**src/rtl/fetch_pkg.sv**
```systemverilog
// rtl/fetch_pkg.sv - shared fetch types and constants for imem, fetch queue and decode
package fetch_pkg;

    localparam int INS_W = 32;
    localparam int PC_W  = 32;

    localparam logic [PC_W-1:0] PC_STEP = 4;

    typedef struct packed {
        logic [INS_W-1:0] ins;
        logic [PC_W-1:0]  pc;
    } fetch_entry_t;

endpackage

```
**src/rtl/fetch_queue_if.sv**
```systemverilog
// rtl/fetch_queue_if.sv - fetch-side push bus and decode-side pop bus of the fetch queue
interface fetch_queue_if #(
    parameter int DEPTH = 8,
    parameter int INS_W = 32,
    parameter int PC_W  = 32
);
    localparam int OCC_W = $clog2(DEPTH) + 1;

    logic             flush;
    logic [1:0]       in_count;
    logic [INS_W-1:0] in_ins0;
    logic [INS_W-1:0] in_ins1;
    logic [PC_W-1:0]  in_pc;
    logic             in_ready;
    logic [1:0]       out_count;
    logic [INS_W-1:0] out_ins0;
    logic [PC_W-1:0]  out_pc0;
    logic [INS_W-1:0] out_ins1;
    logic [PC_W-1:0]  out_pc1;
    logic [1:0]       pop_count;
    logic [OCC_W-1:0] occupancy;

    modport master (
        output flush, in_count, in_ins0, in_ins1, in_pc, pop_count,
        input  in_ready, out_count, out_ins0, out_pc0, out_ins1, out_pc1, occupancy
    );

    modport slave (
        input  flush, in_count, in_ins0, in_ins1, in_pc, pop_count,
        output in_ready, out_count, out_ins0, out_pc0, out_ins1, out_pc1, occupancy
    );

endinterface

```
**src/rtl/fq_sat_counter.sv**
```systemverilog
// rtl/fq_sat_counter.sv - 32-bit saturating event counter
module fq_sat_counter (
    input  logic        clk,
    input  logic        rst_n,
    input  logic        inc,
    output logic [31:0] count
);

    always_ff @(posedge clk or negedge rst_n) begin
        if (!rst_n) begin
            count <= '0;
        end else if (inc && (count != '1)) begin
            count <= count + 32'd1;
        end
    end

endmodule

```
**src/rtl/fetch_queue.sv**
```systemverilog
// rtl/fetch_queue.sv - dual-entry fetch queue; FETCH_QUEUE_STATS_EN adds stall/empty counters
module fetch_queue #(
    parameter int DEPTH = 8,
    parameter int INS_W = fetch_pkg::INS_W,
    parameter int PC_W  = fetch_pkg::PC_W
) (
    input  logic        clk,
    input  logic        rst_n,
`ifdef FETCH_QUEUE_STATS_EN
    output logic [31:0] stall_cycles,
    output logic [31:0] empty_cycles,
`endif
    fetch_queue_if.slave fq
);

    localparam int PTR_W = $clog2(DEPTH);
    localparam int OCC_W = $clog2(DEPTH) + 1;

    typedef struct packed {
        logic [INS_W-1:0] ins;
        logic [PC_W-1:0]  pc;
    } entry_t;

    entry_t           mem [DEPTH];
    logic [PTR_W-1:0] head;
    logic [PTR_W-1:0] tail;
    logic [PTR_W-1:0] head1;
    logic [PTR_W-1:0] tail1;
    logic [OCC_W-1:0] occ;
    logic             in_ready;
    logic [1:0]       in_n;
    logic [1:0]       push_n;
    logic [1:0]       out_n;
    logic [1:0]       pop_req;
    logic [1:0]       pop_n;

    assign head1 = head + PTR_W'(1);
    assign tail1 = tail + PTR_W'(1);

    // Ready looks only at registered occupancy, so pushes are all-or-nothing.
    assign in_ready = (occ <= OCC_W'(DEPTH - 2));
    assign in_n     = (fq.in_count == 2'd3) ? 2'd2 : fq.in_count;
    assign push_n   = in_ready ? in_n : 2'd0;
    assign out_n    = (occ >= OCC_W'(2)) ? 2'd2 : occ[1:0];
    assign pop_req  = (fq.pop_count == 2'd3) ? 2'd2 : fq.pop_count;
    assign pop_n    = (pop_req < out_n) ? pop_req : out_n;

    always_ff @(posedge clk or negedge rst_n) begin
        if (!rst_n) begin
            head <= '0;
            tail <= '0;
            occ  <= '0;
        end else if (fq.flush) begin
            head <= '0;
            tail <= '0;
            occ  <= '0;
        end else begin
            head <= head + PTR_W'(pop_n);
            tail <= tail + PTR_W'(push_n);
            occ  <= occ + OCC_W'(push_n) - OCC_W'(pop_n);
        end
    end

    always_ff @(posedge clk) begin
        if (rst_n && !fq.flush && (push_n != 2'd0)) begin
            mem[tail] <= '{ins: fq.in_ins0, pc: fq.in_pc};
            if (push_n == 2'd2) begin
                mem[tail1] <= '{ins: fq.in_ins1, pc: fq.in_pc + PC_W'(fetch_pkg::PC_STEP)};
            end
        end
    end

    assign fq.in_ready  = in_ready;
    assign fq.out_count = out_n;
    assign fq.occupancy = occ;
    assign fq.out_ins0  = (out_n != 2'd0) ? mem[head].ins  : '0;
    assign fq.out_pc0   = (out_n != 2'd0) ? mem[head].pc   : '0;
    assign fq.out_ins1  = (out_n == 2'd2) ? mem[head1].ins : '0;
    assign fq.out_pc1   = (out_n == 2'd2) ? mem[head1].pc  : '0;

`ifdef FETCH_QUEUE_STATS_EN
    logic stall_inc;
    logic empty_inc;

    assign stall_inc = (fq.in_count != 2'd0) && !in_ready && !fq.flush;
    assign empty_inc = (occ == '0);

    fq_sat_counter u_stall_cnt (
        .clk   (clk),
        .rst_n (rst_n),
        .inc   (stall_inc),
        .count (stall_cycles)
    );

    fq_sat_counter u_empty_cnt (
        .clk   (clk),
        .rst_n (rst_n),
        .inc   (empty_inc),
        .count (empty_cycles)
    );
`endif

endmodule

```
**src/flat_wrapper.sv**
```systemverilog
// flat-port wrapper written by rule: the top's interface ports become plain ports
module fetch_queue_flat 
#(
    parameter int DEPTH = 8,
    parameter int INS_W = fetch_pkg::INS_W,
    parameter int PC_W  = fetch_pkg::PC_W
)
  (clk, rst_n, fq_flush, fq_in_count, fq_in_ins0, fq_in_ins1, fq_in_pc, fq_pop_count, fq_in_ready, fq_out_count, fq_out_ins0, fq_out_pc0, fq_out_ins1, fq_out_pc1, fq_occupancy);
  fetch_queue_if #(.DEPTH(DEPTH), .INS_W(INS_W), .PC_W(PC_W)) fq_i ();
  input  logic clk;
  input  logic rst_n;
  input wire logic [$bits(fq_i.flush)-1:0] fq_flush;
  input wire logic [$bits(fq_i.in_count)-1:0] fq_in_count;
  input wire logic [$bits(fq_i.in_ins0)-1:0] fq_in_ins0;
  input wire logic [$bits(fq_i.in_ins1)-1:0] fq_in_ins1;
  input wire logic [$bits(fq_i.in_pc)-1:0] fq_in_pc;
  input wire logic [$bits(fq_i.pop_count)-1:0] fq_pop_count;
  output wire logic [$bits(fq_i.in_ready)-1:0] fq_in_ready;
  output wire logic [$bits(fq_i.out_count)-1:0] fq_out_count;
  output wire logic [$bits(fq_i.out_ins0)-1:0] fq_out_ins0;
  output wire logic [$bits(fq_i.out_pc0)-1:0] fq_out_pc0;
  output wire logic [$bits(fq_i.out_ins1)-1:0] fq_out_ins1;
  output wire logic [$bits(fq_i.out_pc1)-1:0] fq_out_pc1;
  output wire logic [$bits(fq_i.occupancy)-1:0] fq_occupancy;
  assign fq_i.flush = fq_flush;
  assign fq_i.in_count = fq_in_count;
  assign fq_i.in_ins0 = fq_in_ins0;
  assign fq_i.in_ins1 = fq_in_ins1;
  assign fq_i.in_pc = fq_in_pc;
  assign fq_i.pop_count = fq_pop_count;
  assign fq_in_ready = fq_i.in_ready;
  assign fq_out_count = fq_i.out_count;
  assign fq_out_ins0 = fq_i.out_ins0;
  assign fq_out_pc0 = fq_i.out_pc0;
  assign fq_out_ins1 = fq_i.out_ins1;
  assign fq_out_pc1 = fq_i.out_pc1;
  assign fq_occupancy = fq_i.occupancy;
  fetch_queue #(.DEPTH(DEPTH), .INS_W(INS_W), .PC_W(PC_W)) u_core (.clk(clk), .rst_n(rst_n), .fq(fq_i));
endmodule
```
**config.mk**
```make
export PLATFORM = sky130hd
export DESIGN_NAME = fetch_queue_flat
export DESIGN_NICKNAME = d
export VERILOG_FILES = /design/src/rtl/fetch_pkg.sv /design/src/rtl/fetch_queue_if.sv /design/src/rtl/fq_sat_counter.sv /design/src/rtl/fetch_queue.sv /design/src/flat_wrapper.sv
export SDC_FILE = /design/constraint.sdc
export NUM_CORES = 1
export LEC_CHECK = 0
export CORE_ASPECT_RATIO = 2
export CORE_MARGIN = 2
export CORE_UTILIZATION = 45
export DETAILED_ROUTE_END_ITERATION = 16
export GPL_TIMING_DRIVEN = 0
export PLACE_DENSITY = 0.64
export SETUP_SLACK_MARGIN = 0.15
export SLEW_MARGIN = 20
export SYNTH_ARGS = -nofsm -noshare
export SYNTH_HDL_FRONTEND = slang
export SYNTH_SLANG_ARGS = --single-unit
export TNS_END_PERCENT = 20
```
**constraint.sdc**
```tcl
create_clock -name clk -period 19.4 [get_ports clk]
set_input_delay 3.88 -clock clk [delete_from_list [all_inputs] [get_ports clk]]
set_output_delay 3.88 -clock clk [all_outputs]
set_load 0.03 [all_outputs]
```
**Word level (Yosys, flattened, before mapping)**

Memory sizes are Yosys's and may differ from the RTL's.
Cells that the tools add are included.

- Flip-flop bits (word level): 10
- Latch bits: 0
- Bits in writable memories: 512
- ROM bits: 0
- Bits of input ports: 103
- Output and inout bits: 135
- Word-level logic and storage cells: 40
- Memories: 1

- Add/sub/neg operators: 7
- $mul: 0
- Divide/modulo/power cells: 0
- Order comparisons: 3
- Equal/unequal tests: 4
- Shift operators: 0
- Multiplexer cells: 17
- Bitwise operators: 0
- Reduce and logical (&&, ||, !) cells: 5

Memory list:

| memory | depth | bits a word | read ports | clocked after Yosys merged registers in | write ports | line | text |
|---|---|---|---|---|---|---|---|
| u_core.mem | 8 | 64 | 2 | 0 | 2 | fetch_queue.sv:24 | `entry_t mem [DEPTH];` |

Operator list:

| kind | count |
|---|---|
| two-way mux 32 bit | 4 |
| adder 32 x 3 -> 32 bit, second input constant | 1 |
| two-way mux 2 bit | 5 |
| equality test 2 bit, second input constant | 4 |
| adder 3 x 1 -> 3 bit, second input constant | 2 |
| adder 3 x 2 -> 3 bit | 2 |
| two-way mux 3 bit | 2 |
| two-way mux 1 bit | 5 |
| adder 4 x 2 -> 4 bit | 1 |
| >= comparator 4 x 2 -> 1 bit, second input constant | 1 |
| <= comparator 4 x 3 -> 1 bit, second input constant | 1 |
| two-way mux 4 bit | 1 |
| nonzero test 2 bit | 2 |
| subtractor 4 x 2 -> 4 bit | 1 |
| logical AND 1 bit | 2 |
| < comparator 2 bit | 1 |
| logical NOT 1 bit | 1 |

**Logic depth before layout (Yosys ltp)**

Gate-level depths: netlist (run 1).

- Depth after elaboration: 7
- Depth in mapped cells: 16
- Gate-level depth less buffers: 14

**Least setup slack after synthesis (run 1)**

No wires, ideal clock.

- Kind: input-to-reg
- Start point: input port fq_flush
- End point: memory u_core.mem[1][0] in the netlist's numbering, enable pin
- Setup time: 661 ps
- Arrival time: 10,586 ps
- Data required time: 18,739 ps
- Path slack: 8,154 ps
- Cell stages on the path: 2
- Path buffers: 0
- Cells stage by stage: nand3b_1 > o41ai_1

RTL lines:

| item | line | text |
|---|---|---|
| from (decl) | flat_wrapper.sv:12 | `input wire logic [$bits(fq_i.flush)-1:0] fq_flush;` |
| to (decl) | fetch_queue.sv:24 |  |

**Final worst setup path (run 1)**

- Start point: register u_core.head[0]
- End point: output port fq_out_ins1[1]

- Word-level cells in the longest chain between the ends: 3

Ends and longest elaborated chain:

| item | line | text |
|---|---|---|
| from (decl) | fetch_queue.sv:25 | `logic [PTR_W-1:0] head;` |
| from (signal assigned) | fetch_queue.sv:58 | `head <= head + PTR_W'(pop_n);` |
| adder 3 x 1 -> 3 bit | fetch_queue.sv:37 | `assign head1 = head + PTR_W'(1);` |
| memory read (8 x 64 bit) | n/a |  |
| two-way mux 32 bit | fetch_queue.sv:78 | `assign fq.out_ins1 = (out_n == 2'd2) ? mem[head1].ins : '0;` |
| to (decl) | flat_wrapper.sv:22 | `output wire logic [$bits(fq_i.out_ins1)-1:0] fq_out_ins1;` |

No other way between the ends.

==> Implementation_results.wiki, run 1 <==
{| class="wikitable"
! Metric !! Value
|-
| Worst hold path startpoint || u_core.tail[2]
|-
| H-Tree Depth || 2
|-
| Source of the critical timing path || u_core.head[0]
|-
| Fraction of final layout cells sized beyond drive strength 1 || ~32%
|-
| Number of distinct library cells after synthesis || between 50 and 60
|-
| Fmax || about 120 MHz
|-
| Total of cells resized after clock tree synthesis || 0
|-
| Setup-failing EPs final || 0
|-
| Top FF cell, synth || sky130_fd_sc_hd__edfxtp_1
|-
| Category of the critical setup timing path || flip-flop to output pin
|-
| Final instance count without filler cells || 3467
|-
| Via density per instance || roughly 6.5
|-
| Number of setup buffers added after CTS || 0
|-
| Setup_tns || 0 ns
|-
| Port buffer count || 230
|-
| Vias in the first global route || about 24000
|-
| Synth Net Count || about 2300
|-
| Worst vdd rail ir drop || approximately 0.11 mV
|-
| Chip Height || between 300 and 400 um
|-
| Largest net degree at the start of global routing || 34
|-
| Clock transition time at the flip-flop clock pins of the worst setup and hold paths || 0.06 ns
|-
| Final instance area || 37720 um2
|-
| Hold crit path type || flip-flop to flip-flop
|-
| CP max-delay cell || sky130_fd_sc_hd__buf_1
|-
| Unrepaired setup endpoints after global routing || false
|-
| Number of flops mapped to enable cells by yosys || ~510
|-
| Wirelength per Cell || 32.57 um
|-
| Post-Place Worst Slack || around 11 ns
|-
| Portion of the clock cycle consumed by the worst path in the final layout || about 44%
|-
| Clock Latency Late Sink || 0.61 ns
|-
| Number of remaining DRC errors || 0
|-
| Vias || around 22000
|-
| Clock tree from TritonCTS || built
|-
| Gr ovfl total || 0
|-
| Hold Violations, Final || 0
|-
| Synthesized area divided by synthesized cell count || about 15 um2
|-
| Number of antenna violations at the first check in global routing || 6
|-
| Arrival time at the worst endpoint || 4.66 ns
|-
| Sink Count || 522
|-
| Die Area || approximately 73000 um2
|-
| Reg-to-Reg Start || u_core.fq.occupancy[2]
|-
| Ordered list of cells on the worst path || ha_1 -> clkbuf_1 -> buf_1 -> mux4_2 -> nand2_1 -> a21oi_1 -> clkdlybuf4s50_1
|-
| Remaining antenna violation count after routing || 0
|-
| Chip width || ~190 um
|-
| Sequential-to-total area share from yosys stat || about half
|-
| Mapped Cells || 2200
|-
| Number of max-cap violations || 0
|-
| Number of standard-cell rows in the floorplan || around 140
|-
| Crit path required time || ~16 ns
|-
| Initial drt markers || 2119
|-
| Count of warnings emitted by yosys || 0
|-
| Critical Path Fanout Max || 10
|-
| CP endpoint kind || output pin
|-
| Top Ports || ~240
|-
| Relative slew margins || approximately 16%
|-
| Transition time at the pin with the least slew margin || roughly 1.3 ns
|-
| Number of buffers inserted during clock tree synthesis || 47
|-
| Crit start category || flip-flop
|-
| Number of detailed-route iterations in the first pass || 7
|-
| CTS max path bufs || 3
|-
| Hold-fix buffer count after cts || 0
|-
| Leakage power figure || 11.99 nW
|-
| Flop and latch count out of synthesis || 522
|-
| Total count of max-transition violations in the final report || 0
|-
| Run status || finished, final reports clean
|-
| Layout net count || about 2600
|-
| Wire length of the first global-routing pass || 162.2 mm
|-
| Post-detailed-routing wire length || around 110 mm
|-
| Proportion of register bits with asynchronous set or reset after synthesis || roughly 1.9%
|-
| Summed instance area of the synthesized netlist || 31960 um2
|-
| Final HPWL DP || approximately 82 mm
|-
| Placer Congestion || ~0.94
|-
| Clock Tree Root || sky130_fd_sc_hd__clkbuf_16
|-
| Setup ws final || ~11 ns
|-
| Placed cell areas || roughly 36000 um2
|-
| Area of the core || between 70000 and 80000 um2
|-
| Starting density of the core || 45.26%
|-
| Slowest stage delay, CP || 0.81 ns
|-
| Cell area power density || 144.5 nW/um2
|-
| Maximum clock skew at final layout || between 0.03 and 0.04 ns
|-
| Placed cell count || approximately 3400
|-
| Area growth syn-to-layout || 18.02%
|-
| Final worst path period need || around 8.5 ns
|-
| GR Util All Layers || a little under a third
|}
[where the power goes]
group          switching, mW  internal (mW)  total [mW]
Combinational           1.90           1.22        3.12
Clock                  0.440          0.543       0.983
Sequential            0.0345           1.31        1.35
[synth_stat cells, types with 47 or more instances]
master	number	area, um2
sky130_fd_sc_hd__clkbuf_1	75	281.5
sky130_fd_sc_hd__nor2_1	77	289.0
sky130_fd_sc_hd__edfxtp_1	512	15370
sky130_fd_sc_hd__mux4_2	256	5766
sky130_fd_sc_hd__a21oi_1	65	325.3
sky130_fd_sc_hd__mux2_2	252	2838
sky130_fd_sc_hd__nand3_1	71	355.3
sky130_fd_sc_hd__buf_2	84	420.4
sky130_fd_sc_hd__xnor2_1	92	805.8
sky130_fd_sc_hd__nor3_1	49	245.2
sky130_fd_sc_hd__xor2_1	148	1296
sky130_fd_sc_hd__mux2i_1	64	640.6
sky130_fd_sc_hd__nor4_1	47	294.0
sky130_fd_sc_hd__nor4_2	52	650.6
sky130_fd_sc_hd__nand2_1	147	551.8
[sequential cells by signal (all words and copies together) (netlist names)]
register,flops
u_core.tail,3
u_core.head,3
u_core.mem,512
u_core.fq.occupancy,4
[cell usage in the layout (no fill, tap or decap), drive strengths merged, types with 2 or more instances in the layout]
master / synthesis / routed
and3: 7 / 7
fa: 4 / 4
buf: 142 / 178
nand4: 42 / 42
nand3: 72 / 72
and2: 3 / 3
dfrtp: 10 / 10
xor2: 148 / 148
mux4: 256 / 256
bufinv: 0 / 6
clkbuf: 77 / 140
nor2b: 7 / 7
nor4: 100 / 100
mux2i: 64 / 64
nand2: 148 / 148
edfxtp: 512 / 512
a21oi: 65 / 65
mux2: 264 / 264
nor2: 81 / 81
and4: 3 / 3
a41o: 2 / 2
or4: 6 / 6
ha: 12 / 12
clkinv: 0 / 20
inv: 13 / 14
o21ai: 3 / 3
or3: 3 / 3
clkdlybuf4s50: 0 / 230
xnor2: 92 / 92
nor3: 52 / 52
[stage by stage]
step                      utilization (%)  total power [mW]  hold slack, ns
after CTS                           53.38             5.458          0.7989
after global routing                53.41             5.634          0.8247
after global placement              50.13             4.453          0.7016
final                               53.42             5.450          0.7994
after floorplan                         -             3.249          0.6118
after detailed placement            51.17             4.478          0.7831
[routing by layer]
| metal | share of wire, % | GRT usage, % | vias to the layer above |
|---|---|---|---|
| met4 | 6.9 | 18.59 | 12 |
| met5 | 0.061 | 0 | - |
| met3 | 7.1 | 4.809 | 407 |
| met1 | 33 | 34.12 | 11530 |
| li1 | - | - | 9271 |
| met2 | 53 | 55.60 | 1261 |
[worst paths after layout]
path	to	slack [ns]	cells after the start
max	fq_out_ins1[1]	10.86	7
min	u_core.tail[2]	0.80	3
max reg2reg	u_core.fq.occupancy[2]	14.88	15
min reg2reg	u_core.tail[2]	0.80	3
max in group asynchronous	u_core.tail[1]	15.29	1
min in group asynchronous	u_core.fq.occupancy[1]	3.67	1
[final cells by class]
class / instances / area [um2]
timing repair buffer: 268 / 2927
inverter: 13 / 48.80
multi-input combinational: 1446 / 15290
buffer: 219 / 1127
clock inverter: 27 / 290.3
antenna: 1 / 2.502
fill: 5964 / 32900
tap: 910 / 1139
sequential: 522 / 15630
clock buffer: 61 / 1270
[worst max-delay path: cells and delay by family (launching register included)]
kind                       cells  cell delay (ns)
adders and majority gates      1             0.34
DFF                            1             0.48
and+or+nand+nor                1             0.06
muxes                          1             0.37
buffers and inverters          3             2.34
AOI/OAI and AO/OA              1             0.46
[cells by family (layout without fill, tap and decap cells)]
kind of cell,after synthesis,in the layout,share of synthesized area [%]
AOI/OAI and AO/OA,77,77,1.311
xor gates and xnor gates,240,240,6.576
and+or+nand+nor,529,529,9.508
muxes,584,584,29.34
other,0,1,0
adders and majority gates,16,16,0.7203
buffers and inverters,232,588,3.656
DFF,522,522,48.88
No activity file was read; power rests on OpenSTA's default activity.
==> run 2: changes to the inputs <==
- clock period: 19.4 -> 8.3 ns (I/O delays scaled with it)
==> run 2 against run 1 <==
Sequential share of layout area is essentially flat. Clock power grew 140%. Sequential power increased by 130%. Total power rose by 140%.
==> Implementation_results.wiki, run 2 (synthesis results as in run 1) <==
{| class="wikitable"
! Metric !! Value
|-
| Run status || finished, final reports clean (unchanged)
|-
| Starting density of the core || 45.26% (unchanged)
|-
| Die Area || 73310 um2 (unchanged)
|-
| Setup-failing EPs final || 0 (unchanged)
|-
| CTS max path bufs || 3 (unchanged)
|-
| Worst vdd rail ir drop || 0.2306 mV (was 0.1118 mV)
|-
| Unrepaired setup endpoints after global routing || false (unchanged)
|-
| Port buffer count || 230 (unchanged)
|-
| Portion of the clock cycle consumed by the worst path in the final layout || approximately 76%
|-
| Metal-1 WL || 37.35 mm (was 37.40 mm)
|-
| R2R Path End || u_core.fq.occupancy[2] (unchanged)
|-
| Final instance count without filler cells || 3455 (was 3467)
|-
| Placer Congestion || 0.9882 (was 0.9449)
|-
| H-Tree Depth || 2 (unchanged)
|-
| Transition time at the pin with the least slew margin || 1.156 ns (was 1.253 ns)
|-
| Crit start category || flip-flop (unchanged)
|-
| CP endpoint kind || output pin (unchanged)
|-
| Number of max-cap violations || 0 (unchanged)
|-
| Area of the core || 70620 um2 (unchanged)
|-
| Clock transition time at the flip-flop clock pins of the worst setup and hold paths || 0.07 ns (was 0.06 ns)
|-
| Area growth syn-to-layout || 18.05% (was 18.02%)
|-
| Initial drt markers || 2342 (was 2119)
|-
| Chip Height || 380.9 um (unchanged)
|-
| Number of setup buffers added after CTS || 0 (unchanged)
|-
| Sink Count || 522 (unchanged)
|-
| Via density per instance || 6.580 (was 6.483)
|-
| Source of the critical timing path || u_core.head[1] (was u_core.head[0])
|-
| Top layer used by detailed routing || met5 (unchanged)
|-
| Gr ovfl total || 0 (unchanged)
|-
| GR Util All Layers || 31.16% (was 31.04%)
|-
| Placed cell areas || 36080 um2 (was 36140 um2)
|-
| Depth of the most critical reg-to-reg path || 15 (unchanged)
|-
| Crit path required time || 6.64 ns (was 15.52 ns)
|-
| Layout net count || 2626 (was 2636)
|-
| Arrival time at the worst endpoint || 4.64 ns (was 4.66 ns)
|-
| Worst hold path startpoint || u_core.head[0] (was u_core.tail[2])
|-
| Leakage power figure || 11.96 nW (was 11.99 nW)
|-
| Wire length of the first global-routing pass || 162.2 mm (about the same)
|-
| Vias || 22730 (was 22480)
|-
| Number of standard-cell rows in the floorplan || 138 (unchanged)
|-
| Clock tree from TritonCTS || built (unchanged)
|-
| Hold crit path type || flip-flop to flip-flop (unchanged)
|-
| Register name with the most flops || u_core.mem (unchanged)
|-
| Placed cell count || 3368 (was 3378)
|-
| Hold Violations, Final || 0 (unchanged)
|-
| Final instance area || 37730 um2 (was 37720 um2)
|-
| Number of buffers inserted during clock tree synthesis || 47 (unchanged)
|-
| Top Ports || 238 (unchanged)
|-
| Remaining antenna violation count after routing || 0 (unchanged)
|-
| Critical Path Fanout Max || 10 (unchanged)
|-
| Most common library cell in the layout ignoring fill and taps || sky130_fd_sc_hd__edfxtp_1 (unchanged)
|-
| Most frequent cells in the layout || sky130_fd_sc_hd__edfxtp_1, sky130_fd_sc_hd__mux4_2, sky130_fd_sc_hd__mux2_2 (unchanged)
|-
| Register-to-register setup slack || 3.85 ns (was 14.88 ns)
|-
| CP endpoint || fq_out_ins1[2] (was fq_out_ins1[1])
|-
| Largest register FFs || 512 (unchanged)
|-
| Reg-to-Reg Start || u_core.fq.occupancy[2] (unchanged)
|-
| Total of cells resized after clock tree synthesis || 0 (unchanged)
|-
| Cell area power density || 340.8 nW/um2 (was 144.5 nW/um2)
|-
| Met3 layer wire length in the routed design || 8.549 mm (was 8.032 mm)
|-
| Category of the critical setup timing path || flip-flop to output pin (unchanged)
|-
| Number of remaining DRC errors || 0 (unchanged)
|-
| Met2 layer wire length in the routed design || 60.03 mm (was 59.59 mm)
|-
| Maximum clock skew at final layout || 0.03170 ns (was 0.03063 ns)
|-
| Worst hold slack across all endpoints || 0.7659 ns (was 0.7994 ns)
|-
| Fmax || 158.8 MHz
|-
| Final worst path period need || roughly 6.3 ns
|-
| Hold-fix buffer count after cts || 0 (unchanged)
|-
| Number of detailed-route iterations in the first pass || 5 (was 7)
|-
| Chip width || 192.5 um (unchanged)
|-
| Vias in the first global route || 24070 (was 24040)
|-
| Final HPWL DP || 82.23 mm (was 81.86 mm)
|-
| Post-detailed-routing wire length || 114.6 mm (was 112.9 mm)
|-
| Fraction of final layout cells sized beyond drive strength 1 || 32.27% (was 32.28%)
|-
| Wirelength per Cell || 33.16 um (was 32.57 um)
|-
| Clock Latency Late Sink || 0.61 ns (about the same)
|-
| Total count of max-transition violations in the final report || 0 (unchanged)
|-
| Largest net degree at the start of global routing || 39 (was 34)
|-
| Clock Tree Root || sky130_fd_sc_hd__clkbuf_16 (unchanged)
|-
| Number of antenna violations at the first check in global routing || 9 (was 6)
|-
| Relative slew margins || 22.33% (was 16.46%)
|}
[run 2: changes by cell type in the layout (fill, tap and decap cells not counted), sizes merged]
cell and delta:
bufinv +3, diode +3, buf -12, clkbuf -8
clkinv -1, clkinvlp +2, inv +1
[run 2: per-stage QoR]
step / util, % / total power, mW / TNS (ns) / worst slack (ns)
6_report: 53.43 / 12.86 / 0 / 2.003
5_1_grt: 53.42 / 13.23 / 0 / 1.999
4_1_cts: 53.37 / 12.84 / 0 / 2.136
3_5_place_dp: 51.09 / 10.48 / 0 / 2.289
3_3_place_gp: 50.14 / 10.38 / -1179.28 / -5.750
2_1_floorplan: - / 7.591 / 0 / 1.297
[run 2: worst max-delay path, stage by stage (launching register included)]
cell and delay, ns:
sky130_fd_sc_hd__dfrtp_1 0.49, sky130_fd_sc_hd__ha_1 0.34, sky130_fd_sc_hd__clkbuf_1 0.77, sky130_fd_sc_hd__clkbuf_1 0.73, sky130_fd_sc_hd__mux4_2 0.34, sky130_fd_sc_hd__nand2_1 0.06
sky130_fd_sc_hd__a21oi_1 0.50, sky130_fd_sc_hd__clkdlybuf4s50_1 0.78
[run 2: worst min-delay path by stage]
stage                           endpoint  depth (start not counted)
after floorplan           u_core.head[0]                          2
after global placement    u_core.tail[2]                          3
after detailed placement  u_core.head[0]                          2
after CTS                 u_core.head[0]                          2
after global routing      u_core.head[0]                          2
final                     u_core.head[0]                          2
[run 2: per-layer routing]
layer	track usage, %	vias to the layer above
met5	0	-
met4	20.19	12
met3	4.873	440
met2	55.59	1396
met1	33.74	11620
li1	-	9262
[run 2: cell type report]
type	count	area (um2)
diodes	4	10.01
plain buffers	219	1131
clock buffers	51	1212
clock inverters	32	397.9
fillers	5848	32890
inverters	13	48.80
multi-input cells	1446	15310
flip-flops and latches	522	15630
well taps	910	1139
repair buffers	258	2864
[run 2: power by group]
group	switching, mW	internal [mW]
Combinational	4.48	2.85
Sequential	0.0810	3.07
Clock	1.04	1.34
Total	5.60	7.26
